$ cat src/rtl/pri_enc_rr_queue.sv
// Registered priority encoder. Requests are captured into a sticky pending register.
// A one-entry valid/ready slot issues one granted index per handshake, in fixed or round-robin order.
module pri_enc_rr_queue #(
    parameter int N  = 8,
    parameter int RR = 0
) (
    input  logic                 clk,
    input  logic                 rst_n,
    input  logic                 en,
    input  logic [N-1:0]         req,
    input  logic [N-1:0]         mask,
    input  logic                 out_ready,
    output logic                 out_valid,
    output logic [$clog2(N)-1:0] out_idx,
    output logic [N-1:0]         out_onehot,
    output logic [N-1:0]         pending,
    output logic                 any_pend
);
    localparam int W = $clog2(N);

    logic [N-1:0] pend_q, pend_d;
    logic [W-1:0] ptr_q, ptr_d;
    logic         valid_q, valid_d;
    logic [W-1:0] idx_q, idx_d;
    logic [N-1:0] onehot_q, onehot_d;

    logic         hs;
    logic [N-1:0] clr;
    logic [N-1:0] elig;
    logic         sel_found;
    logic [W-1:0] sel_idx;
    int           cand;

    // Valid/ready: a grant transfers on a cycle where out_valid and out_ready are both high;
    // while out_valid is high and out_ready low, the slot contents are frozen.
    assign hs   = valid_q & out_ready;
    assign clr  = hs ? onehot_q : '0;
    assign elig = pend_q & mask & ~clr;

    // The last assignment in each loop wins, so it is the highest-priority candidate.
    always_comb begin
        sel_found = 1'b0;
        sel_idx   = '0;
        cand      = 0;
        if (RR != 0) begin
            for (int k = N; k >= 1; k--) begin
                cand = (int'(ptr_q) + N - k) % N;
                if (elig[cand]) begin
                    sel_found = 1'b1;
                    sel_idx   = W'(cand);
                end
            end
        end else begin
            for (int i = 0; i < N; i++) begin
                if (elig[i]) begin
                    sel_found = 1'b1;
                    sel_idx   = W'(i);
                end
            end
        end
    end

    always_comb begin
        pend_d   = (pend_q & ~clr) | (en ? req : '0);
        ptr_d    = ptr_q;
        valid_d  = valid_q;
        idx_d    = idx_q;
        onehot_d = onehot_q;
        if (!valid_q || hs) begin
            valid_d = sel_found;
            if (sel_found) begin
                idx_d           = sel_idx;
                ptr_d           = sel_idx;
                onehot_d        = '0;
                onehot_d[sel_idx] = 1'b1;
            end
        end
    end

    always_ff @(posedge clk) begin
        if (!rst_n) begin
            pend_q   <= '0;
            ptr_q    <= '0;
            valid_q  <= 1'b0;
            idx_q    <= '0;
            onehot_q <= '0;
        end else begin
            pend_q   <= pend_d;
            ptr_q    <= ptr_d;
            valid_q  <= valid_d;
            idx_q    <= idx_d;
            onehot_q <= onehot_d;
        end
    end

    assign out_valid  = valid_q;
    assign out_idx    = idx_q;
    assign out_onehot = onehot_q;
    assign pending    = pend_q;
    assign any_pend   = |pend_q;
endmodule

$ cat config.mk
export PLATFORM = sky130hd
export DESIGN_NAME = pri_enc_rr_queue
export DESIGN_NICKNAME = d
export VERILOG_FILES = /design/src/rtl/pri_enc_rr_queue.sv
export SDC_FILE = /design/constraint.sdc
export NUM_CORES = 1
export LEC_CHECK = 0
export BUFFER_PORTS_ARGS = -buffer_cell sky130_fd_sc_hd__buf_2
export CAP_MARGIN = 20
export CORE_UTILIZATION = 30
export CTS_CLUSTER_SIZE = 25
export DETAILED_ROUTE_END_ITERATION = 16
export PLACE_DENSITY = 0.54
export SYNTH_ARGS = -nofsm -noshare
export SYNTH_HDL_FRONTEND = slang
export SYNTH_SLANG_ARGS = --single-unit
$ cat constraint.sdc
create_clock -name clk -period 2.18 [get_ports clk]
set_clock_uncertainty 0.1 [all_clocks]
set_input_delay 0.327 -clock clk [delete_from_list [all_inputs] [get_ports clk]]
set_output_delay 0.327 -clock clk [all_outputs]
set_load 0.02 [all_outputs]
==> results of run 1 <==
worst max-delay path: stages (launching register included):
cell      delay, ns
dfxtp_2        0.44
nand3_1        0.15
a32o_2         0.34
o41ai_4        0.41
buf_12         0.18
nor2_1         0.05
a221oi_2       0.22
layout make-up:
class                      instances  area, um2  share of cell area, %
tap                               44      55.05                  4.378
timing repair buffer              42      227.7                  18.11
sequential                        20      401.6                  31.94
clock buffer                       4      36.28                  2.886
inverter                           2      7.507                 0.5970
multi-input combinational         81      529.3                  42.09
per-layer routing:
metal / up-vias / wire length [um] / track usage, %
li1: 489 / - / -
met1: 453 / 1290 / 24.16
met2: 34 / 1141 / 25.16
met3: 2 / 136 / 4.585
met4: 0 / 19 / 4.082
met5: - / 0 / 0
stage by stage:
step | power [mW] | cell area, um2
after floorplan | 0.5835 | 979.7
after global placement | 0.6609 | 1220
after detailed placement | 0.6630 | 1220
after CTS | 0.8797 | 1256
after global routing | 0.9216 | 1257
final | 0.8734 | 1257
registers in the layout, indices dropped and copies added (netlist names):
name,flops
out_onehot,8
out_valid,1
pending,8
out_idx,3
worst min-delay path by stage:
| stage | to | slack (ns) |
|---|---|---|
| finish | pending[4] | 0.18 |
| global route | pending[0] | 0.17 |
| CTS | pending[4] | 0.17 |
| detailed placement | out_idx[0] | 0.36 |
| global placement | out_idx[0] | 0.35 |
| floorplan | pending[2] | 0.39 |
synthesized netlist by cell type, types with 2 or more instances:
| library cell | instances | area share (%) |
|---|---|---|
| and3_2 | 2 | 1.5 |
| nor4_1 | 2 | 1.3 |
| and2_1 | 6 | 3.8 |
| nand2_1 | 7 | 2.7 |
| a22oi_1 | 8 | 6.1 |
| a32o_1 | 3 | 3.1 |
| a32o_2 | 2 | 2.3 |
| nor2_1 | 13 | 5.0 |
| nand2_2 | 2 | 1.3 |
| nand3_1 | 13 | 6.6 |
| dfxtp_1 | 20 | 41 |
| a21oi_2 | 2 | 1.8 |
| inv_1 | 2 | 0.77 |
| o21ai_0 | 3 | 1.5 |
| buf_6 | 2 | 2.3 |
power groups by stage:
stage	clock [mW]	sequential (mW)	combinational, mW
6_report	0.219	0.423	0.231
5_1_grt	0.241	0.429	0.252
4_1_cts	0.224	0.423	0.233
3_5_place_dp	0	0.431	0.232
3_3_place_gp	0	0.430	0.231
2_1_floorplan	0	0.457	0.126
cell families (layout without fill, tap and decap cells):
logic type / count (synthesis) / in the layout
AND/OR/NAND/NOR: 52 / 52
AO/OA/AOI/OAI: 29 / 29
flip-flops: 20 / 20
buffers and inverters: 8 / 48
==> results.md, run 1 <==
* Hold path start: req[4]
* DRT Pass-1 Iters at 4
* CP startpoint kind: flip-flop
* RSZ-0062 raised after global routing: no
* Run status: finished, final reports clean
* Lkg Pwr at 0.5695 nW
* # fillers at 322
* First-pass GRT wire length at 4416 um
* Synth Warn # at 0
* Relative slew slack at 68.18%
* Nets at 170
* Max Transition Viols Final at 0
* Area delta synth->final at 28.35%
* Crit share post-route at 90.64%
* Final Wtd Congestion at 0.7434
* Netlist cell types at 37
* Psw at 0.2764 mW
* Fmax at 0.5061 GHz
* CP startpoint: out_valid
* Final setup fails at 0
* Syn_nets at 129
* Die area at 3498 um2
* Clock power frac at 25.1%
* Mapped Avg Cell Area at 8.988 um2
* Final TNS setup at 0 ns
* Synth Instances at 109
* Mapped cell area at 979.7 um2
* Final hold vios at 0
* Die X at 59.15 um
* Critical Path RT at 2.31 ns
* Initial Util at 31.83%
* Flop pwr share at 48.4%
* Max VDD drop at 429.3 uV
* Clock period minus final worst setup slack at 1.976 ns
* Post-route ant nets at 0
* DRC Markers at 0
* CTS root buffer: clkbuf_4
* Crit path capture: out_idx[0]
* Core area at 3078 um2
* Hold Slack at 0.1756 ns
* Crit end category: flip-flop
* Worst Hold Class: in2reg
* Worst-margin pin slew at 0.4768 ns
* Hold path depth at 3
* DRT iter0 DRCs at 19
* Post-synth EDFFs at 0
* Setup Buffers After CTS at 0
* GRT overflow at 0
* Clock slew at reported path FFs at 0.11 ns
* Post-CTS sizing at 0
* Comb pwr share at 26.5%
* Sw frac at 31.65%
* I/O Buffers at 40
* Synth Area in Compound Gates at 26.44%
* Final core occ at 40.85%
* DP Worst Slack at 0.08948 ns
* Critical path class: reg2reg
* DP Wirelength at 2075 um
* Total Wirelength at 2587 um
* H-Tree Depth at 1
* Worst reg-to-reg path cell count at 6
* FF-to-FF setup slack at 0.20 ns
* Post-synthesis sequential area ratio at 40.87%
* Largest family of logic cells by synthesized area: simple AND/OR/NAND/NOR gates
* Async S/R FF share, synth at 0%
* Internal cell power at 0.5970 mW
* Antenna Cells at 0
* XOR/XNOR Fraction of Synth Area at 0%
* Initial antenna violation count at 0
* Largest net degree at the start of global routing at 16
* Overall Global Routing Usage at 16.91%
* CP Max Fanout at 15
* Clock latency on the worst-skew pair at 0.30 ns
* Final non-filler cell total at 193
* Via density at 5.067
* TritonCTS clock tree: done
* Adder-Cell Fraction of Synth Area at 0%
* Via count at 978
* CTS max path bufs at 2
* Post-synthesis mux area share at 0%
* Layout cell share with drive strength beyond 1 at 40.94%
* Most common cell after layout, fill and taps aside: buf_2
* Pwr/cell area at 694.5 nW/um2
* CP Data Arrival Time at 2.10 ns
* Placed Cells at 189
* # hold bufs at CTS at 0
* Setup WS post-layout at 0.2041 ns
* CTS sink cnt at 20
* Reg-to-reg startpoint: out_valid
* MaxCap Viol Count at 0
* Row count at 20
* Top_reg_cell synth: dfxtp_1
* Vias in the first global route at 914
* Most frequent cells in the layout: buf_2, dfxtp_1, nand3_1, nor2_1, a22oi_1
* R2R Path End: out_idx[0]
* Cts bufs inserted at 3
* #FFs+latches synth at 20
* Drt wl/cell at 13.40 um
* Synth Area in Simple Gates at 27.59%
* IO Pins at 41
* DIE HEIGHT at 59.15 um
Power figures use the tool's default switching activity.
==> inputs of run 2 (changes only) <==
==> constraint.sdc (replaced) <==
create_clock -name clk -period 1.89 [get_ports clk]
set_clock_uncertainty 0.1 [all_clocks]
set_input_delay 0.2835 -clock clk [delete_from_list [all_inputs] [get_ports clk]]
set_output_delay 0.2835 -clock clk [all_outputs]
set_load 0.05 [all_outputs]
==> results.md, run 2 (synthesis results as in run 1) <==
* Overall Global Routing Usage at 16.96% (+0.046 points)
* Final setup fails at 0 (unchanged)
* Vias in the first global route at 1026 (+12%)
* Worst-margin pin slew at 0.3084 ns (-0.1684 ns)
* Area delta synth->final at 45.47%
* Most common cell after layout, fill and taps aside: buf_2
* Run status: finished, final reports clean
* Worst reg-to-reg path cell count at 6 (unchanged)
* Row count at 20 (unchanged)
* Lkg Pwr at 0.6518 nW (+14%)
* Cts bufs inserted at 3 (unchanged)
* CP Max Fanout at 7 (-8)
* I/O Buffers at 40 (unchanged)
* DRC Markers at 0 (unchanged)
* Pwr/cell area at 788.7 nW/um2 (+14%)
* Via count at 1057 (+8.1%)
* DRT iter0 DRCs at 39 (+20)
* Clock period minus final worst setup slack at 1.821 ns (-0.1548 ns)
* First-pass GRT wire length at 4512 um (+2.2%)
* CP Data Arrival Time at 1.97 ns (-0.13 ns)
* MaxCap Viol Count at 0 (unchanged)
* Hold path depth at 3 (unchanged)
* Fin area at 1425 um2 (+13%)
* # fillers at 319 (-0.93%)
* Antenna Cells at 0 (unchanged)
* CTS max path bufs at 2 (unchanged)
* Most frequent cells in the layout: buf_2, buf_4, nor2_1
* Post-route ant nets at 0 (unchanged)
* Critical path class: reg2reg
* H-Tree Depth at 1 (unchanged)
* CP startpoint kind: flip-flop
* Initial Util at 31.83% (unchanged)
* Crit end category: flip-flop
* Core area at 3078 um2 (unchanged)
* Clock slew at reported path FFs at 0.12 ns (about the same)
* Critical Path RT at 2.04 ns (-0.27 ns)
* Cell Area, Placed at 1349 um2 (+11%)
* Nets at 185 (+8.8%)
* DRT Pass-1 Iters at 4 (unchanged)
* Fmax at 0.5491 GHz (+8.5%)
* Die area at 3498 um2 (unchanged)
* Via density at 5.082 (+0.28%)
* Final hold vios at 0 (unchanged)
* Multi-input logic area at 581.8 um2 (+9.9%)
* Drt wl/cell at 13.82 um (+3.1%)
* CTS sink cnt at 20 (unchanged)
* FF+latch area at 415.4 um2 (+3.4%)
* Relative slew slack at 79.37% (+11 points)
* Total Wirelength at 2875 um (+11%)
* Pwr Total at 1.124 mW (+29%)
* Clock latency on the worst-skew pair at 0.31 ns (about the same)
* Max Transition Viols Final at 0 (unchanged)
* Die X at 59.15 um (unchanged)
* Crit share post-route at 96.36% (+5.7 points)
* Final Wtd Congestion at 0.8159 (+9.8%)
* DP Wirelength at 2292 um (+10%)
* Layout cell share with drive strength beyond 1 at 56.71% (+16 points)
* Largest net degree at the start of global routing at 13 (-3)
* Initial antenna violation count at 0 (unchanged)
* GRT overflow at 0 (unchanged)
* Hold Slack at 0.1297 ns (-0.04592 ns)
* IO Pins at 41 (unchanged)
* Max VDD drop at 344.6 uV (-20%)
* TritonCTS clock tree: done
* CTS root buffer: clkbuf_4
* DIE HEIGHT at 59.15 um (unchanged)
* Worst Hold Class: in2reg
run 2: changes by cell type in the layout (fill, tap and decap cells not counted), moves of 5 or more:
| cell | previous run | this run |
|---|---|---|
| buf_4 | 1 | 15 |
| dfxtp_1 | 19 | 10 |
| dfxtp_2 | 1 | 9 |
| nand3_1 | 13 | 8 |
| nand3_2 | 0 | 5 |
run 2: critical path, stage by stage, from the launching register on:
cell and delay (ns):
dfxtp_4 0.40, clkbuf_2 0.16, and3_4 0.21, o2bb2ai_4 0.18, o41ai_4 0.09, or3b_2 0.49
a21oi_2 0.14
run 2: worst paths after layout:
path,startpoint,end,slack [ns]
hold / removal,req[4],pending[4],0.13
setup reg to reg,out_valid,out_onehot[6],0.07
setup / recovery,out_valid,out_onehot[6],0.07
hold reg to reg,out_onehot[6],out_onehot[6],0.37
run 2: timing repair:
item                                    4_1_cts  5_1_grt
resized for setup                             0        6
buffers inserted                              0        1
endpoints found under the setup margin        0        5
hold endpoints to repair                      0        0
hold buffers                                  0        0
run 2: power breakdown:
| group | total, mW | leakage [nW] | internal (mW) | switching [mW] |
|---|---|---|---|---|
| registers | 0.489 | 0.169 | 0.458 | 0.0307 |
| logic | 0.380 | 0.462 | 0.132 | 0.247 |
| clock network | 0.256 | 0.0210 | 0.118 | 0.138 |
| total | 1.12 | 0.652 | 0.708 | 0.416 |
run 2: per-stage QoR:
stage	worst slack [ns]	util, %	TNS (ns)	instances
floorplan	-0.04295	-	-0.1994	109
global placement	-0.006797	43.82	-0.01361	203
detailed placement	-0.03502	43.82	-0.1308	203
CTS	0.03515	45.00	0	207
global route	-0.004707	46.30	-0.004707	208
finish	0.06883	46.30	0	208
run 2: final cells by class:
type                            count  share of cell area (%)
Tap cell                           44                   3.863
Clock buffer                        4                   2.546
Sequential cell                    20                   29.15
Inverter                            2                  0.5268
Multi-Input combinational cell     81                   40.83
Timing Repair Buffer               57                   23.09
run 2: metal layers:
layer,GRT usage (%),wire [um],vias up
met5,0,0,-
met4,7.143,50,0
met3,2.183,119,5
met2,29.22,1349,28
met1,21.21,1355,506
li1,-,-,518
==> inputs of run 3 (changes only) <==
- CORE_UTILIZATION: 30 -> 46
- PLACE_DENSITY: 0.54 -> 0.77
==> results.md, run 3 (synthesis results as in run 1) <==
* Area delta synth->final at 51.72%
* CTS sink cnt at 20 (unchanged)
* DP Worst Slack at -0.08142 ns (-0.04639 ns)
* Final TNS setup at -0.03089 ns (-0.03089 ns)
* Largest net degree at the start of global routing at 14 (+1)
* Psw at 0.4524 mW (+8.8%)
* Failing checks: negative setup slack
* Internal cell power at 0.7838 mW (+11%)
* Die area at 2318 um2 (-34%)
* Hold path start: req[3]
* IO Pins at 41 (unchanged)
* Final setup fails at 4 (+4)
* Sw frac at 36.59% (-0.41 points)
* Run status: finished with violations
* Via density at 5.639 (+11%)
* Flop pwr share at 39.3% (-4.2 points)
* Total Wirelength at 2988 um (+3.9%)
* Critical path class: reg2reg
* Relative slew slack at 66.04% (-13 points)
* Worst reg-to-reg path cell count at 7 (+1)
* Post-route ant nets at 0 (unchanged)
* Final hold vios at 0 (unchanged)
* DRT Pass-1 Iters at 4 (unchanged)
* DRT iter0 DRCs at 45 (+15%)
* Hold endpoint: pending[3]
* GRT overflow at 0 (unchanged)
* Clock period minus final worst setup slack at 1.913 ns (+0.09148 ns)
* Core area at 1982 um2 (-36%)
* Crit path max-delay cell type: o41ai_4
* Cts bufs inserted at 3 (unchanged)
* Pwr/cell area at 831.7 nW/um2 (+5.4%)
* Via count at 1094 (+3.5%)
* Clock slew at reported path FFs at 0.13 ns (about the same)
* Multi-input logic area at 611.8 um2 (+5.2%)
* Row count at 16 (-20%)
* TritonCTS clock tree: done
* Setup WS post-layout at -0.02265 ns (-0.09148 ns)
* Most frequent cells in the layout: buf_2, buf_4, nor2_1
* MaxCap Viol Count at 0 (unchanged)
* I/O Buffers at 40 (unchanged)
* Worst-margin pin slew at 0.5088 ns (+0.2004 ns)
* DP Wirelength at 2013 um (-12%)
* RSZ-0062 raised after global routing: yes
* Layout cell share with drive strength beyond 1 at 59.28% (+2.6 points)
* Antenna Cells at 0 (unchanged)
* DRC Markers at 0 (unchanged)
* Overall Global Routing Usage at 23.47% (+6.5 points)
* DIE HEIGHT at 48.15 um (-19%)
* FF-to-FF setup slack at -0.02 ns (-0.09 ns)
* CP Data Arrival Time at 2.06 ns (+0.09 ns)
* Clock power frac at 25.7% (+3.0 points)
* Comb pwr share at 35.1% (+1.3 points)
* Die X at 48.15 um (-19%)
* Pwr Total at 1.236 mW (+10%)
* CP startpoint kind: flip-flop
* Critical Path RT at 2.04 ns (about the same)
* First-pass GRT wire length at 3601 um (-20%)
* Lkg Pwr at 0.6856 nW (+5.2%)
* Reg-to-reg startpoint: out_valid
* CTS root buffer: clkbuf_4
* Fmax at 0.5228 GHz (-4.8%)
* Worst Hold Class: in2reg
* Most common cell after layout, fill and taps aside: buf_2
* # hold bufs at CTS at 0 (unchanged)
* Initial Util at 49.43% (+18 points)
* Initial antenna violation count at 0 (unchanged)
* Drt wl/cell at 15.40 um (+11%)
* Final Wtd Congestion at 0.7775 (-4.7%)
* Max Transition Viols Final at 0 (unchanged)
* Crit end category: flip-flop
* Max VDD drop at 676.7 uV (+96%)
* FF+latch area at 415.4 um2 (unchanged)
* R2R Path End: out_idx[0]
* Final core occ at 75.00% (+29 points)
* CTS max path bufs at 2 (unchanged)
* Clock latency on the worst-skew pair at 0.32 ns (about the same)
* # fillers at 132 (-59%)
* Crit share post-route at 101.2% (+4.8 points)
* Crit path cell chain: buf_12, nand3_1, a32o_2, o41ai_4, buf_6, nor2_2, a221oi_2
* Hold path depth at 3 (unchanged)
* Vias in the first global route at 845 (-18%)
* Critical Path Max Stage Delay at 0.41 ns (-0.08 ns)
* H-Tree Depth at 1 (unchanged)
* CP Max Fanout at 7 (unchanged)
* Nets at 188 (+1.6%)
## run 3: changes by cell type in the layout (fill, tap and decap cells not counted), sizes merged
cell	change
buf	+4
clkbuf	-1
## run 3: layout make-up
cell class / instances / share of cell area, %
multi-input combinational: 81 / 41.16
sequential: 20 / 27.95
timing repair buffer: 60 / 24.92
clock buffer: 4 / 3.199
tap: 27 / 2.273
inverter: 2 / 0.5050
## run 3: metal layers
| layer | track usage (%) | routed length (um) |
|---|---|---|
| met2 | 37.33 | 1459 |
| met1 | 29.12 | 1219 |
| met4 | 12.22 | 73 |
| met3 | 5.926 | 236 |
| met5 | 0 | 0 |
## run 3: power by group through the flow
stage          sequential (mW)  clock, mW  combinational [mW]
2_1_floorplan            0.607          0               0.157
3_3_place_gp             0.498          0               0.351
3_5_place_dp             0.499          0               0.357
4_1_cts                  0.490      0.311               0.369
5_1_grt                  0.489      0.329               0.455
6_report                 0.485      0.317               0.434
## run 3: worst max-delay path, delay by kind of cell, from the launching register on
kind	cells	cell delay [ns]
AO/OA/AOI/OAI	3	0.91
buffers and inverters	2	0.30
flip-flops	1	0.38
AND/OR/NAND/NOR	2	0.16
## run 3: stage by stage
step	instances	hold slack [ns]	cell area, um2
2_1_floorplan	109	0.3487	1020
3_3_place_gp	183	0.3473	1305
3_5_place_dp	183	0.3515	1305
4_1_cts	189	0.1208	1368
5_1_grt	194	0.1226	1486
6_report	194	0.1108	1486
## run 3: repair_timing
| item | 4_1_cts | 5_1_grt |
|---|---|---|
| buffers inserted | 2 | 5 |
| pin swaps | 0 | 4 |
| resized for setup | 0 | 16 |
| setup endpoints to repair | 1 | 6 |
## run 3: worst max path at each step
stage | start | end | slack [ns]
after global routing | out_valid | out_idx[0] | -0.06
after detailed placement | out_ready | out_idx[0] | -0.08
after global placement | out_ready | out_idx[0] | -0.003
final | out_valid | out_idx[0] | -0.02
after floorplan | out_valid | out_onehot[3] | -0.04
after CTS | out_valid | out_idx[0] | 0.01
